**src/rtl/mem_stage_if.sv**
```systemverilog
// Bundle between the execute stage, the data memory and the writeback stage
// around mem_stage. The slave modport is the mem_stage view; the master
// modport is the surrounding pipeline/memory view.
// Optional macro MEM_MISALIGN_EXC_EN adds the misalign_exc signal.
interface mem_stage_if;
  // Execute-stage side
  logic        in_valid;
  logic [31:0] in_opr_res;
  logic [31:0] in_store_data;
  logic [4:0]  in_rd;
  logic        in_wb_en;
  logic [1:0]  in_wb_sel;
  logic        in_mem_read;
  logic        in_mem_write;
  logic [2:0]  in_mem_op;
  logic        mem_stall;
  // Data memory side
  logic        dmem_req;
  logic        dmem_we;
  logic [31:0] dmem_addr;
  logic [3:0]  dmem_be;
  logic [31:0] dmem_wdata;
  logic        dmem_gnt;
  logic        dmem_rvalid;
  logic [31:0] dmem_rdata;
  logic        bus_err;
`ifdef MEM_MISALIGN_EXC_EN
  logic        misalign_exc;
`endif
  // Writeback side
  logic [31:0] out_opr_res;
  logic [31:0] out_dmem_rdata;
  logic [4:0]  out_rd;
  logic        out_wb_en;
  logic [1:0]  out_wb_sel;

  modport slave (
    input  in_valid, in_opr_res, in_store_data, in_rd, in_wb_en, in_wb_sel,
    input  in_mem_read, in_mem_write, in_mem_op,
    input  dmem_gnt, dmem_rvalid, dmem_rdata,
`ifdef MEM_MISALIGN_EXC_EN
    output misalign_exc,
`endif
    output mem_stall, dmem_req, dmem_we, dmem_addr, dmem_be, dmem_wdata, bus_err,
    output out_opr_res, out_dmem_rdata, out_rd, out_wb_en, out_wb_sel
  );

  modport master (
    output in_valid, in_opr_res, in_store_data, in_rd, in_wb_en, in_wb_sel,
    output in_mem_read, in_mem_write, in_mem_op,
    output dmem_gnt, dmem_rvalid, dmem_rdata,
`ifdef MEM_MISALIGN_EXC_EN
    input  misalign_exc,
`endif
    input  mem_stall, dmem_req, dmem_we, dmem_addr, dmem_be, dmem_wdata, bus_err,
    input  out_opr_res, out_dmem_rdata, out_rd, out_wb_en, out_wb_sel
  );
endinterface

```
**src/rtl/mem_stage.sv**
```systemverilog
// Memory-access pipeline stage between execute and writeback.
// Issues loads/stores over a req/gnt/rvalid bus, lane-shifts store data,
// extracts and extends load data, and registers the writeback fields.
// A transaction stuck in WAIT_GNT/WAIT_RSP for RSP_TIMEOUT cycles is aborted
// with a one-cycle bus_err pulse.
// Optional macro MEM_MISALIGN_EXC_EN: misaligned halfword/word accesses are
// dropped and flagged on misalign_exc instead of being forced aligned.
module mem_stage #(
  parameter int RSP_TIMEOUT = 255
) (
  input  logic        clk,
  input  logic        arst_n,
  mem_stage_if.slave  bus
);

  localparam int CNT_W = (RSP_TIMEOUT < 1) ? 1 : $clog2(RSP_TIMEOUT + 1);

  typedef enum logic [1:0] {
    IDLE     = 2'd0,
    WAIT_GNT = 2'd1,
    WAIT_RSP = 2'd2
  } state_t;

  // Byte enables for a store/load of the given size at the given lane offset.
  function automatic logic [3:0] lane_be(input logic [1:0] size, input logic [1:0] off);
    case (size)
      2'b00:   return 4'b0001 << off;
      2'b01:   return 4'b0011 << off;
      default: return 4'b1111;
    endcase
  endfunction

  // Store data replicated across lanes so every offset sees its bytes.
  function automatic logic [31:0] lane_wdata(input logic [1:0] size, input logic [31:0] data);
    case (size)
      2'b00:   return {4{data[7:0]}};
      2'b01:   return {2{data[15:0]}};
      default: return data;
    endcase
  endfunction

  // Shift the addressed bytes down to bit 0, then sign- or zero-extend.
  function automatic logic [31:0] load_extend(input logic [2:0] op, input logic [1:0] off,
                                              input logic [31:0] rdata);
    logic        [31:0] sh;
    logic signed [7:0]  b_s;
    logic signed [15:0] h_s;
    logic signed [31:0] r_s;
    sh  = rdata >> {off, 3'b000};
    b_s = sh[7:0];
    h_s = sh[15:0];
    case (op)
      3'b000:  r_s = 32'(b_s);
      3'b001:  r_s = 32'(h_s);
      3'b100:  r_s = {24'd0, sh[7:0]};
      3'b101:  r_s = {16'd0, sh[15:0]};
      default: r_s = sh;
    endcase
    return r_s;
  endfunction

  state_t           state_q;
  logic [CNT_W-1:0] cnt_q;
  logic [CNT_W-1:0] cnt_inc;
  logic [31:0]      out_opr_res_q;
  logic [31:0]      out_dmem_rdata_q;
  logic [4:0]       out_rd_q;
  logic             out_wb_en_q;
  logic [1:0]       out_wb_sel_q;
  logic             bus_err_q;

  logic [1:0] size;
  logic [1:0] raw_off;
  logic [1:0] off;
  logic       is_mem;
  logic       is_load;
  logic       mis_drop;
  logic       timeout;
  logic       req;
  logic       stall;
  logic       done;
  logic       abort;

  // A simultaneous read+write is a load; size code 11 behaves as a word.
  assign size    = bus.in_mem_op[1:0];
  assign raw_off = bus.in_opr_res[1:0];
  assign is_mem  = bus.in_valid & (bus.in_mem_read | bus.in_mem_write);
  assign is_load = bus.in_mem_read;

  // Halfwords may only sit on even lanes and words on lane 0, so the
  // misalignment bits are forced to zero for the lane/extract logic.
  assign off = (size == 2'b00) ? raw_off :
               (size == 2'b01) ? {raw_off[1], 1'b0} : 2'b00;

`ifdef MEM_MISALIGN_EXC_EN
  logic misaligned;
  logic misalign_exc_q;
  assign misaligned       = (size == 2'b01) ? raw_off[0] :
                            (size == 2'b00) ? 1'b0 : (raw_off != 2'b00);
  assign mis_drop         = is_mem & misaligned;
  assign bus.misalign_exc = misalign_exc_q;
`else
  assign mis_drop = 1'b0;
`endif

  assign cnt_inc = cnt_q + CNT_W'(1);
  assign timeout = (cnt_inc == CNT_W'(RSP_TIMEOUT));

  // Per-state request/stall/completion decode; gnt and rvalid win over timeout.
  always_comb begin
    req   = 1'b0;
    stall = 1'b0;
    done  = 1'b0;
    abort = 1'b0;
    case (state_q)
      IDLE: begin
        if (bus.in_valid) begin
          if (!is_mem) begin
            done = 1'b1;
          end else if (!mis_drop) begin
            req = 1'b1;
            if (bus.dmem_gnt && !is_load) done  = 1'b1;
            else                          stall = 1'b1;
          end
        end
      end
      WAIT_GNT: begin
        req = 1'b1;
        if (bus.dmem_gnt) begin
          if (!is_load) done  = 1'b1;
          else          stall = 1'b1;
        end else if (timeout) begin
          abort = 1'b1;
        end else begin
          stall = 1'b1;
        end
      end
      WAIT_RSP: begin
        if (bus.dmem_rvalid) done  = 1'b1;
        else if (timeout)    abort = 1'b1;
        else                 stall = 1'b1;
      end
      default: ;
    endcase
  end

  assign bus.mem_stall  = stall;
  assign bus.dmem_req   = req;
  assign bus.dmem_we    = req & ~bus.in_mem_read;
  assign bus.dmem_addr  = {bus.in_opr_res[31:2], 2'b00};
  assign bus.dmem_be    = req ? lane_be(size, off) : 4'b0000;
  assign bus.dmem_wdata = lane_wdata(size, bus.in_store_data);

  // FSM, timeout counter and registered writeback fields; every edge without
  // a completing instruction registers a bubble (out_wb_en=0).
  always_ff @(posedge clk or negedge arst_n) begin
    if (!arst_n) begin
      state_q          <= IDLE;
      cnt_q            <= '0;
      out_opr_res_q    <= '0;
      out_dmem_rdata_q <= '0;
      out_rd_q         <= '0;
      out_wb_en_q      <= 1'b0;
      out_wb_sel_q     <= '0;
      bus_err_q        <= 1'b0;
`ifdef MEM_MISALIGN_EXC_EN
      misalign_exc_q   <= 1'b0;
`endif
    end else begin
      bus_err_q   <= abort;
      out_wb_en_q <= done & bus.in_wb_en;
`ifdef MEM_MISALIGN_EXC_EN
      misalign_exc_q <= (state_q == IDLE) & mis_drop;
`endif
      if (done) begin
        out_opr_res_q <= bus.in_opr_res;
        out_rd_q      <= bus.in_rd;
        out_wb_sel_q  <= bus.in_wb_sel;
        if (state_q == WAIT_RSP) begin
          out_dmem_rdata_q <= load_extend(bus.in_mem_op, off, bus.dmem_rdata);
        end
      end
      case (state_q)
        IDLE: begin
          cnt_q <= '0;
          if (req && !(bus.dmem_gnt && !is_load)) begin
            state_q <= bus.dmem_gnt ? WAIT_RSP : WAIT_GNT;
          end
        end
        WAIT_GNT: begin
          if (bus.dmem_gnt) begin
            state_q <= is_load ? WAIT_RSP : IDLE;
            cnt_q   <= '0;
          end else if (abort) begin
            state_q <= IDLE;
            cnt_q   <= '0;
          end else begin
            cnt_q <= cnt_inc;
          end
        end
        WAIT_RSP: begin
          if (bus.dmem_rvalid || abort) begin
            state_q <= IDLE;
            cnt_q   <= '0;
          end else begin
            cnt_q <= cnt_inc;
          end
        end
        default: begin
          state_q <= IDLE;
          cnt_q   <= '0;
        end
      endcase
    end
  end

  assign bus.out_opr_res    = out_opr_res_q;
  assign bus.out_dmem_rdata = out_dmem_rdata_q;
  assign bus.out_rd         = out_rd_q;
  assign bus.out_wb_en      = out_wb_en_q;
  assign bus.out_wb_sel     = out_wb_sel_q;
  assign bus.bus_err        = bus_err_q;

endmodule

```
**src/flat_wrapper.sv**
```systemverilog
// flat-port wrapper written by rule: the top's interface ports become plain ports
module mem_stage_flat 
#(
  parameter int RSP_TIMEOUT = 255
)
  (clk, arst_n, bus_in_valid, bus_in_opr_res, bus_in_store_data, bus_in_rd, bus_in_wb_en, bus_in_wb_sel, bus_in_mem_read, bus_in_mem_write, bus_in_mem_op, bus_dmem_gnt, bus_dmem_rvalid, bus_dmem_rdata, bus_mem_stall, bus_dmem_req, bus_dmem_we, bus_dmem_addr, bus_dmem_be, bus_dmem_wdata, bus_bus_err, bus_out_opr_res, bus_out_dmem_rdata, bus_out_rd, bus_out_wb_en, bus_out_wb_sel);
  mem_stage_if bus_i ();
  input  logic clk;
  input  logic arst_n;
  input wire logic [$bits(bus_i.in_valid)-1:0] bus_in_valid;
  input wire logic [$bits(bus_i.in_opr_res)-1:0] bus_in_opr_res;
  input wire logic [$bits(bus_i.in_store_data)-1:0] bus_in_store_data;
  input wire logic [$bits(bus_i.in_rd)-1:0] bus_in_rd;
  input wire logic [$bits(bus_i.in_wb_en)-1:0] bus_in_wb_en;
  input wire logic [$bits(bus_i.in_wb_sel)-1:0] bus_in_wb_sel;
  input wire logic [$bits(bus_i.in_mem_read)-1:0] bus_in_mem_read;
  input wire logic [$bits(bus_i.in_mem_write)-1:0] bus_in_mem_write;
  input wire logic [$bits(bus_i.in_mem_op)-1:0] bus_in_mem_op;
  input wire logic [$bits(bus_i.dmem_gnt)-1:0] bus_dmem_gnt;
  input wire logic [$bits(bus_i.dmem_rvalid)-1:0] bus_dmem_rvalid;
  input wire logic [$bits(bus_i.dmem_rdata)-1:0] bus_dmem_rdata;
  output wire logic [$bits(bus_i.mem_stall)-1:0] bus_mem_stall;
  output wire logic [$bits(bus_i.dmem_req)-1:0] bus_dmem_req;
  output wire logic [$bits(bus_i.dmem_we)-1:0] bus_dmem_we;
  output wire logic [$bits(bus_i.dmem_addr)-1:0] bus_dmem_addr;
  output wire logic [$bits(bus_i.dmem_be)-1:0] bus_dmem_be;
  output wire logic [$bits(bus_i.dmem_wdata)-1:0] bus_dmem_wdata;
  output wire logic [$bits(bus_i.bus_err)-1:0] bus_bus_err;
  output wire logic [$bits(bus_i.out_opr_res)-1:0] bus_out_opr_res;
  output wire logic [$bits(bus_i.out_dmem_rdata)-1:0] bus_out_dmem_rdata;
  output wire logic [$bits(bus_i.out_rd)-1:0] bus_out_rd;
  output wire logic [$bits(bus_i.out_wb_en)-1:0] bus_out_wb_en;
  output wire logic [$bits(bus_i.out_wb_sel)-1:0] bus_out_wb_sel;
  assign bus_i.in_valid = bus_in_valid;
  assign bus_i.in_opr_res = bus_in_opr_res;
  assign bus_i.in_store_data = bus_in_store_data;
  assign bus_i.in_rd = bus_in_rd;
  assign bus_i.in_wb_en = bus_in_wb_en;
  assign bus_i.in_wb_sel = bus_in_wb_sel;
  assign bus_i.in_mem_read = bus_in_mem_read;
  assign bus_i.in_mem_write = bus_in_mem_write;
  assign bus_i.in_mem_op = bus_in_mem_op;
  assign bus_i.dmem_gnt = bus_dmem_gnt;
  assign bus_i.dmem_rvalid = bus_dmem_rvalid;
  assign bus_i.dmem_rdata = bus_dmem_rdata;
  assign bus_mem_stall = bus_i.mem_stall;
  assign bus_dmem_req = bus_i.dmem_req;
  assign bus_dmem_we = bus_i.dmem_we;
  assign bus_dmem_addr = bus_i.dmem_addr;
  assign bus_dmem_be = bus_i.dmem_be;
  assign bus_dmem_wdata = bus_i.dmem_wdata;
  assign bus_bus_err = bus_i.bus_err;
  assign bus_out_opr_res = bus_i.out_opr_res;
  assign bus_out_dmem_rdata = bus_i.out_dmem_rdata;
  assign bus_out_rd = bus_i.out_rd;
  assign bus_out_wb_en = bus_i.out_wb_en;
  assign bus_out_wb_sel = bus_i.out_wb_sel;
  mem_stage #(.RSP_TIMEOUT(RSP_TIMEOUT)) u_core (.clk(clk), .arst_n(arst_n), .bus(bus_i));
endmodule
```
**config.mk**
```make
export PLATFORM = sky130hd
export DESIGN_NAME = mem_stage_flat
export DESIGN_NICKNAME = d
export VERILOG_FILES = /design/src/rtl/mem_stage_if.sv /design/src/rtl/mem_stage.sv /design/src/flat_wrapper.sv
export SDC_FILE = /design/constraint.sdc
export NUM_CORES = 1
export LEC_CHECK = 0
export ABC_CLOCK_PERIOD_IN_PS = 2600
export CORE_MARGIN = 2
export CORE_UTILIZATION = 33
export CTS_CLUSTER_DIAMETER = 100
export DETAILED_ROUTE_END_ITERATION = 8
export DONT_BUFFER_PORTS = 1
export PLACE_DENSITY = 0.47
export SLEW_MARGIN = 25
export SYNTH_ARGS = -nofsm -noshare
export SYNTH_HDL_FRONTEND = slang
export SYNTH_SLANG_ARGS = --single-unit
```
**constraint.sdc**
```tcl
create_clock -name clk -period 2.6 [get_ports clk]
set_input_delay 0.26 -clock clk [delete_from_list [all_inputs] [get_ports clk]]
set_output_delay 0.26 -clock clk [all_outputs]
set_load 0.01 [all_outputs]
```
After elaboration in Yosys (flattened, before gate mapping):

Index checks and enable logic that the tools add are counted.

* register bits: 83
* latch bits: 0
* RAM bits: 0
* bits in read-only memories: 0
* input port bits: 114
* output and inout bits: 144
* word-level logic and storage cells: 76
* memories: 0

* add/sub/neg operators: 1
* multiply operators: 0
* divide/modulo/power cells: 0
* order comparisons: 0
* equality and inequality tests: 10
* shifts and indexed selects: 3
* mux-type cells: 39
* bitwise operators: 5
* reductions and logical operators: 10

Operator list (number)
* $pmux W32 S4: 1
* $pmux W32 S2: 1
* $shr A32 B5 Y32: 1
* $mux W8: 3
* $mux W1: 18
* $mux W2: 8
* $pmux W8 S2: 1
* $add A8 B1 Y8 const B: 1
* $eq A8 B8 Y1 const B: 1
* $pmux W4 S2: 1
* $eq A3 B3 Y1 const B: 2
* $pmux W1 S3: 2
* $pmux W2 S3: 1
* $eq A2 B1 Y1 const B: 2
* $logic_not A2 Y1: 2
* $mux W4: 1
* $pmux W1 S2: 2
* $shl A1 B2 Y4 const A: 1
* $shl A2 B2 Y4 const A: 1
* $and A1 B1 Y1: 3
* $eq A3 B1 Y1 const B: 1
* $logic_not A3 Y1: 1
* $ne A3 B2 Y1 const B: 1
* $reduce_and A3 Y1: 1
* other kinds (9): 11

Longest topological paths before layout:

* depth in word-level cells: 8
* gate-level depth with buffers: 8
* mapped depth without buffers: 7

Worst setup path after synthesis:

OpenSTA, ideal clock, no wires.

* path type: register -> register
* start: register u_core.state_q[0]
* end: register u_core.out_dmem_rdata_q[15], in the netlist u_core.bus.out_dmem_rdata[15]
* library setup time: 125 ps
* arrival: 2005 ps
* required time: 2475 ps
* path slack: 471 ps
* cell stages (with the launch flop): 9
* buffers on the path: 1
* clock period less this slack: 2129 ps
* cells stage by stage: dfrtp_1 inv_1 ha_1 nand2_1 o22ai_1 nand2b_1 a211oi_2 buf_2 mux2_2

* word-level cells in the longest chain between the ends: 3

Ends and longest elaborated chain
* from (decl): RTL line mem_stage.sv:62 `state_t state_q;`
* from (signal assigned): RTL line mem_stage.sv:187 `state_q <= bus.dmem_gnt ? WAIT_RSP : WAIT_GNT;`
* from (signal assigned): RTL line mem_stage.sv:192 `state_q <= is_load ? WAIT_RSP : IDLE;`
* $eq A2 B2 Y1, or another cell as far along: RTL line mem_stage.sv:115, mem_stage.sv:179
* $pmux W1 S3: RTL line mem_stage.sv:115 `case (state_q)`
* $reduce_and A2 Y1 (no line) *
* to (signal assigned): RTL line mem_stage.sv:180 `out_dmem_rdata_q <= load_extend(bus.in_mem_op, off, bus.dmem_rdata);`
* to (decl): RTL line mem_stage.sv:66 `logic [31:0] out_dmem_rdata_q;`

Every way passes the cells marked *; elsewhere a longest branch is shown, timed or not.
A chain may end at the register's enable or synchronous reset.

Worst setup path in the final report:

* start: register u_core.cnt_q[0]
* end: output bus_mem_stall

* word-level cells in the longest chain between the ends: 5

Ends and longest elaborated chain
* from (decl): RTL line mem_stage.sv:63 `logic [CNT_W-1:0] cnt_q;`
* from (signal assigned): RTL line mem_stage.sv:198 `cnt_q <= cnt_inc;`
* from (signal assigned): RTL line mem_stage.sv:206 `cnt_q <= cnt_inc;`
* $add A8 B1 Y8 *: RTL line mem_stage.sv:106 `assign cnt_inc = cnt_q + CNT_W'(1);`
* $eq A8 B8 Y1 *: RTL line mem_stage.sv:107 `assign timeout = (cnt_inc == CNT_W'(RSP_TIMEOUT));`
* $mux W1 *: RTL line mem_stage.sv:132, mem_stage.sv:140
* $mux W1, on equally long branches: RTL line mem_stage.sv:139, mem_stage.sv:129
* $pmux W1 S3 *: RTL line mem_stage.sv:115
* to (decl): RTL line flat_wrapper.sv:22 `output wire logic [$bits(bus_i.mem_stall)-1:0] bus_mem_stall;`

Marked as above.

==> flow_summary_export.csv <==
group,metric,value,unit
power,p_leak,2.15,nW
critical_path,crit_type,"reg -> out",
sta,final.setup.tns,0,ns
sta,fmax,0.418,GHz
yosys,yosys_warnings,0,
finish,n_antenna_cell,0,
global_route,grt_usage,15.6,%
sta,slew_violations,0,
sta,tightest_slew,0.773,ns
sta,slew_headroom,48.4,%
floorplan,io_pins,258,
cts,clock_path_buffers,2,
global_route,grt_antenna_before_repair,0,
outcome,outcome,"finished clean",
floorplan,die_h,125,um
sta,timing.hold.ws,0.0286,ns
critical_path,regToRegSetupSlack,0.36,ns
critical_path,cp-end-kind,"output port",
floorplan,die_width,125,um
job,cap_violations,0,
yosys,avgSynthCellArea,10.5,um^2
sta,finalHoldViolations,0,
hold_path,hold_class,"in -> reg",
sta,final-setup-viol-count,0,
drt,vias,3218,
cts,clk_pin_slew,0.06,ns
critical_path,max_stage_delay,0.44,ns
critical_path,crit_slowest_cell,"dfrtp_1",
critical_path,crit_chain,"inv_1 > ha_1 > and3_1 > o2111a_1 > a41oi_2 > o21ai_0 > a21oi_1",
yosys,ys_types,47,
finish,post_route_cells_drive_above_1_share,24.9,%
floorplan,initial_core_util,33.5,%
yosys,ys.flop_type,"dfrtp_1",
critical_path,crit_arrival,2.13,ns
power,ir_worst_vdd,0.509,mV
yosys,synth_async_sr_flop_share,100,%
placed_design,io_buffers,0,
finish,ff_latch_area,2080,um^2
sta,period_needed,2.39,ns
global_route,grt_max_degree,84,
floorplan,die_area,15600,um^2
sta,finClkSkew,0.00584,ns
finish,layout.nets,536,
drt,routed_wl,12500,um
yosys,synth_edf_count,0,
critical_path,critPathMaxFanout,7,
finish,multi_input_area,2230,um^2
cts,cts_root_buf,"clkbuf_16",
drt,drt-pass1-iter-count,4,
drt,drt.antenna.violating_nets,0,
power,power.density,1040,nW/um^2
cts,htreeDepth,3,
yosys,ys_seq_area_share,42.9,%
floorplan,row_count,44,
cts,clock_latency,0.34,ns
yosys,ys_ff_latch,83,
cts,cts_buffers,9,
floorplan,core,14400,um^2
drt,viasPerCell,5.32,
drt,wl_per_cell,20.6,um
critical_path,startpoint_type,"register",
sta,finalCritPeriodShare,92.1,%
cts,cts_tree,"done",
global_route,grt_pass1_wl,19100,um
global_route,grt_pass1_vias,3273,
sta,rsz0062_at_grt,"no",
finish,area_delta_synth_final,5.02,%
yosys,synth_cells,461,
placed_design,place_congestion,0.858,
cts,cts_sinks,83,
drt,drc,0,
finish,nFillCells,1417,
placed_design,hpwl,9110,um
critical_path,required,2.34,ns
drt,drt-initial-drc-count,200,
global_route,grt_overflow,0,
yosys,synth_area,4840,um^2
[cell usage after synthesis (2+ instances only)]
| master | instances | area, um^2 |
|---|---|---|
| buf_2 | 5 | 25.0 |
| dfrtp_1 | 83 | 2080 |
| nand3b_1 | 2 | 15.0 |
| nor4_1 | 2 | 12.5 |
| ha_1 | 6 | 75.1 |
| xnor2_1 | 5 | 43.8 |
| nand2_1 | 40 | 150 |
| xor2_1 | 2 | 17.5 |
| nor2b_1 | 2 | 12.5 |
| o31ai_1 | 3 | 22.5 |
| buf_4 | 43 | 323 |
| nor2_1 | 26 | 97.6 |
| mux2_2 | 65 | 732 |
| o22ai_1 | 2 | 12.5 |
| mux2_4 | 7 | 105 |
| a31oi_1 | 10 | 62.6 |
| buf_1 | 2 | 7.51 |
| a21oi_1 | 22 | 110 |
| inv_1 | 34 | 128 |
| a21o_1 | 2 | 15.0 |
| nand3_1 | 2 | 10.0 |
| nor3b_1 | 8 | 60.1 |
| clkbuf_1 | 11 | 41.3 |
| and3_1 | 3 | 18.8 |
| a221o_1 | 7 | 70.1 |
| mux4_2 | 2 | 45.0 |
| buf_6 | 2 | 22.5 |
| o21ai_0 | 20 | 100 |
| mux2i_1 | 25 | 250 |
[what timing repair did]
item                                    in CTS  in global routing
endpoints found under the hold margin       83                  0
endpoints found under the setup margin       0                  1
hold buffers                                 2                  0
resized for setup                            0                  2
buffers inserted                             0                  0
[cells by family (layout without fill, tap and decap cells)]
kind of cell	Yosys count	in the layout	share of synthesized area (%)
and+or+nand+nor	93	93	9.65
adders and majority gates	6	6	1.55
other	1	2	0.0775
xor gates and xnor gates	7	7	1.27
DFF	83	83	42.9
AOI/OAI and AO/OA	74	74	9.68
muxes	99	99	23.4
buffers and inverters	98	57	11.4
[final timing paths]
check	from	end	depth (start not counted)
min in group asynchronous	arst_n	u_core.bus.out_dmem_rdata[15]	2
worst max-delay path	u_core.cnt_q[0]	bus_mem_stall	7
max in group asynchronous	arst_n	u_core.bus.out_opr_res[30]	2
worst max register to register	u_core.state_q[1]	u_core.bus.out_dmem_rdata[5]	8
worst min register to register	u_core.cnt_q[0]	u_core.cnt_q[0]	1
worst min-delay path	bus_in_wb_en	u_core.bus.out_wb_en	2
[through the flow]
stage	cells	power, mW	util [%]	instance area [um^2]	worst slack [ns]
floorplan	462	3.63	-	4840	0.471
global placement	587	3.92	32.7	4720	0.431
detailed placement	587	3.96	32.7	4720	0.370
CTS	605	5.37	35.1	5070	0.0128
global route	605	5.59	35.2	5080	0.0380
finish	605	5.27	35.2	5080	0.205
[placed cells by master, fill, tap and decap left out, types with 3 or more instances in the layout]
master and instances:
mux2_4 7, ha_1 5, xnor2_1 5, a31oi_1 10, nor2_1 26, dfrtp_1 83
buf_4 3, a221o_1 7, a21oi_1 22, mux2i_1 25, clkbuf_16 9, inv_1 34
mux2_2 65, nand2_1 40, and3_1 3, nor3b_1 8, o21ai_0 20, o31ai_1 3
[routing by layer]
metal / routed length (um) / global-route usage (%) / share of wire, % / vias up
met5: 0 / 0 / 0 / -
li1: - / - / - / 1458
met1: 5340 / 20.1 / 43 / 1626
met3: 1090 / 6.46 / 8.8 / 13
met4: 183 / 4.90 / 1.5 / 0
met2: 5840 / 24.0 / 47 / 121
[sequential cells by signal, summed over array words and instances, names as in the netlist]
register	count
u_core.state_q	2
u_core.bus.out_wb_sel	2
u_core.bus.out_wb_en	1
u_core.bus.bus_err	1
u_core.bus.out_opr_res	32
u_core.bus.out_rd	5
u_core.bus.out_dmem_rdata	32
u_core.cnt_q	8
[power breakdown]
group          total [mW]  leakage [nW]  switching, mW  internal, mW
Combinational        1.33         0.986          0.593         0.735
Clock                1.33         0.152          0.530         0.800
Sequential           2.61          1.01          0.732          1.88
[cell type report]
| type | instances | area share (%) |
|---|---|---|
| multi-input cells | 281 | 43.9 |
| flip-flops and latches | 83 | 40.9 |
| clock buffers | 11 | 4.98 |
| well taps | 184 | 4.53 |
| inverters | 34 | 2.51 |
| repair buffers | 7 | 1.97 |
| clock inverters | 5 | 1.18 |
[worst max-delay path: cells and delay by family (launching register included)]
kind | cells | cell delay, ns
fa+ha+maj | 1 | 0.20
simple gates | 1 | 0.17
flops | 1 | 0.44
buf+inv | 1 | 0.07
compound gates | 4 | 0.93
Note: power is estimated with default switching activity, not from simulation.
==> RTL change (same flow settings) <==
Make the reset (`arst_n`) synchronous in one clocked block.
--- a/src/rtl/mem_stage.sv
+++ b/src/rtl/mem_stage.sv
@@ -153,7 +153,7 @@
 
   // FSM, timeout counter and registered writeback fields; every edge without
   // a completing instruction registers a bubble (out_wb_en=0).
-  always_ff @(posedge clk or negedge arst_n) begin
+  always_ff @(posedge clk) begin
     if (!arst_n) begin
       state_q          <= IDLE;
       cnt_q            <= '0;
Function: differs if arst_n is asserted again (counterexample within 4 cycles, from zero or initial values and one cycle with arst_n low); with arst_n held inactive, the same outputs for 10 cycles.
==> RTL change against the unedited design <==
  * Clock skew grew 0.0035 ns
  * Setup slack gained 0.092 ns
  * Cell area shrank 5.7%
  * Routed wire length shrank 0.63%
  * Power fell by 34%
  * Largest cell class unchanged
  * Sequential cell count stayed put
  * Worst hold slack better by 0.028 ns
  * Area after synthesis shrank 3.4%
==> RTL change: results <==
[outcome]
status = "complete, no violations"

[drt]
wl_met3_um = 1010
wl_met2_um = 5860
wl_per_cell_um = 18.0
m1WireLength_um = 5330
viasPerCell = 5.28

[setup_path]
cp_max_fo = 15
r2r-end = "u_core.bus.out_opr_res[25]"
crit_family = "simple AND/OR/NAND/NOR gates"
cp.arrival_ns = 2.57
slowest_stage = "nor2_4"
rr_worst_depth = 9

[yosys]
synth_compound_area_share_pct = 14.7
synth_cell_types = 57
synth_area_leaders = "dfxtp_1 (36%), mux2i_1 (12%), nand2_1 (9.9%), buf_4 (6.6%), mux2_2 (4.1%)"
synth_common_cells = "nand2_1 (123), dfxtp_1 (83), mux2i_1 (56), buf_4 (41), a21oi_1 (36)"
ys_async_sr_fraction_pct = 0
synth_adder_area_share_pct = 1.61
synthMuxAreaShare_pct = 16.1

[global_route]
grt_pass1_wl_um = 18700
first_global_vias = 3487
grt_util_all_layers_pct = 16.0
gr-usage-met2_pct = 24.8
gr-usage-met3_pct = 7.24

[place]
place_hpwl_um = 8880

[hold_path]
worstHoldStart = "bus_in_rd[2]"
whs_endpoint = "u_core.bus.out_rd[2]"

[pwr]
sw_frac_of_total_pct = 30.6
peakVddDrop_uv = 303

[layout]
fin_nets = 622
## RTL change: cell types whose count changed after synthesis, sizes merged, moves of 9 or more
| cell | before | now |
|---|---|---|
| dfrtp | 83 | 0 |
| dfxtp | 0 | 83 |
| nand2 | 40 | 123 |
| mux2 | 72 | 17 |
| mux2i | 25 | 56 |
| inv | 34 | 7 |
| nand3 | 2 | 19 |
| a21oi | 22 | 37 |
| o21ai | 20 | 35 |
| a21boi | 0 | 9 |
| a31oi | 10 | 1 |
## RTL change: stage by stage
stage                     util (%)  total power (W)  hold WS, ns  std cells
final                         34.6          0.00349       0.0562        688
after global routing          34.6          0.00369       0.0438        687
after CTS                     34.4          0.00353       0.0380        686
after detailed placement      32.3          0.00228        0.411        670
after global placement        32.3          0.00226        0.405        670
after floorplan                  -          0.00223        0.402        563
## RTL change: final cells by class
cell class	count	share of cell area [%]
Multi-Input combinational cell	395	52.3
Sequential cell	83	34.7
Clock buffer	12	5.36
Tap cell	180	4.70
Timing Repair Buffer	6	1.62
Clock inverter	4	0.706
Inverter	7	0.549
Antenna cell	1	0.0523
## RTL change: how the worst max path moves through the flow
stage                                 start                       endpoint  slack [ns]  cells past startpoint
after floorplan           u_core.state_q[1]  u_core.bus.out_dmem_rdata[11]        0.68                      8
after global placement    u_core.state_q[0]           u_core.bus.out_rd[2]        0.21                      8
after detailed placement  u_core.state_q[0]     u_core.bus.out_opr_res[25]        0.11                      8
after CTS                 u_core.state_q[0]           u_core.bus.out_rd[0]        0.09                      8
after global routing      u_core.state_q[0]           u_core.bus.out_rd[3]        0.08                      9
final                     u_core.state_q[0]     u_core.bus.out_opr_res[25]        0.30                      9
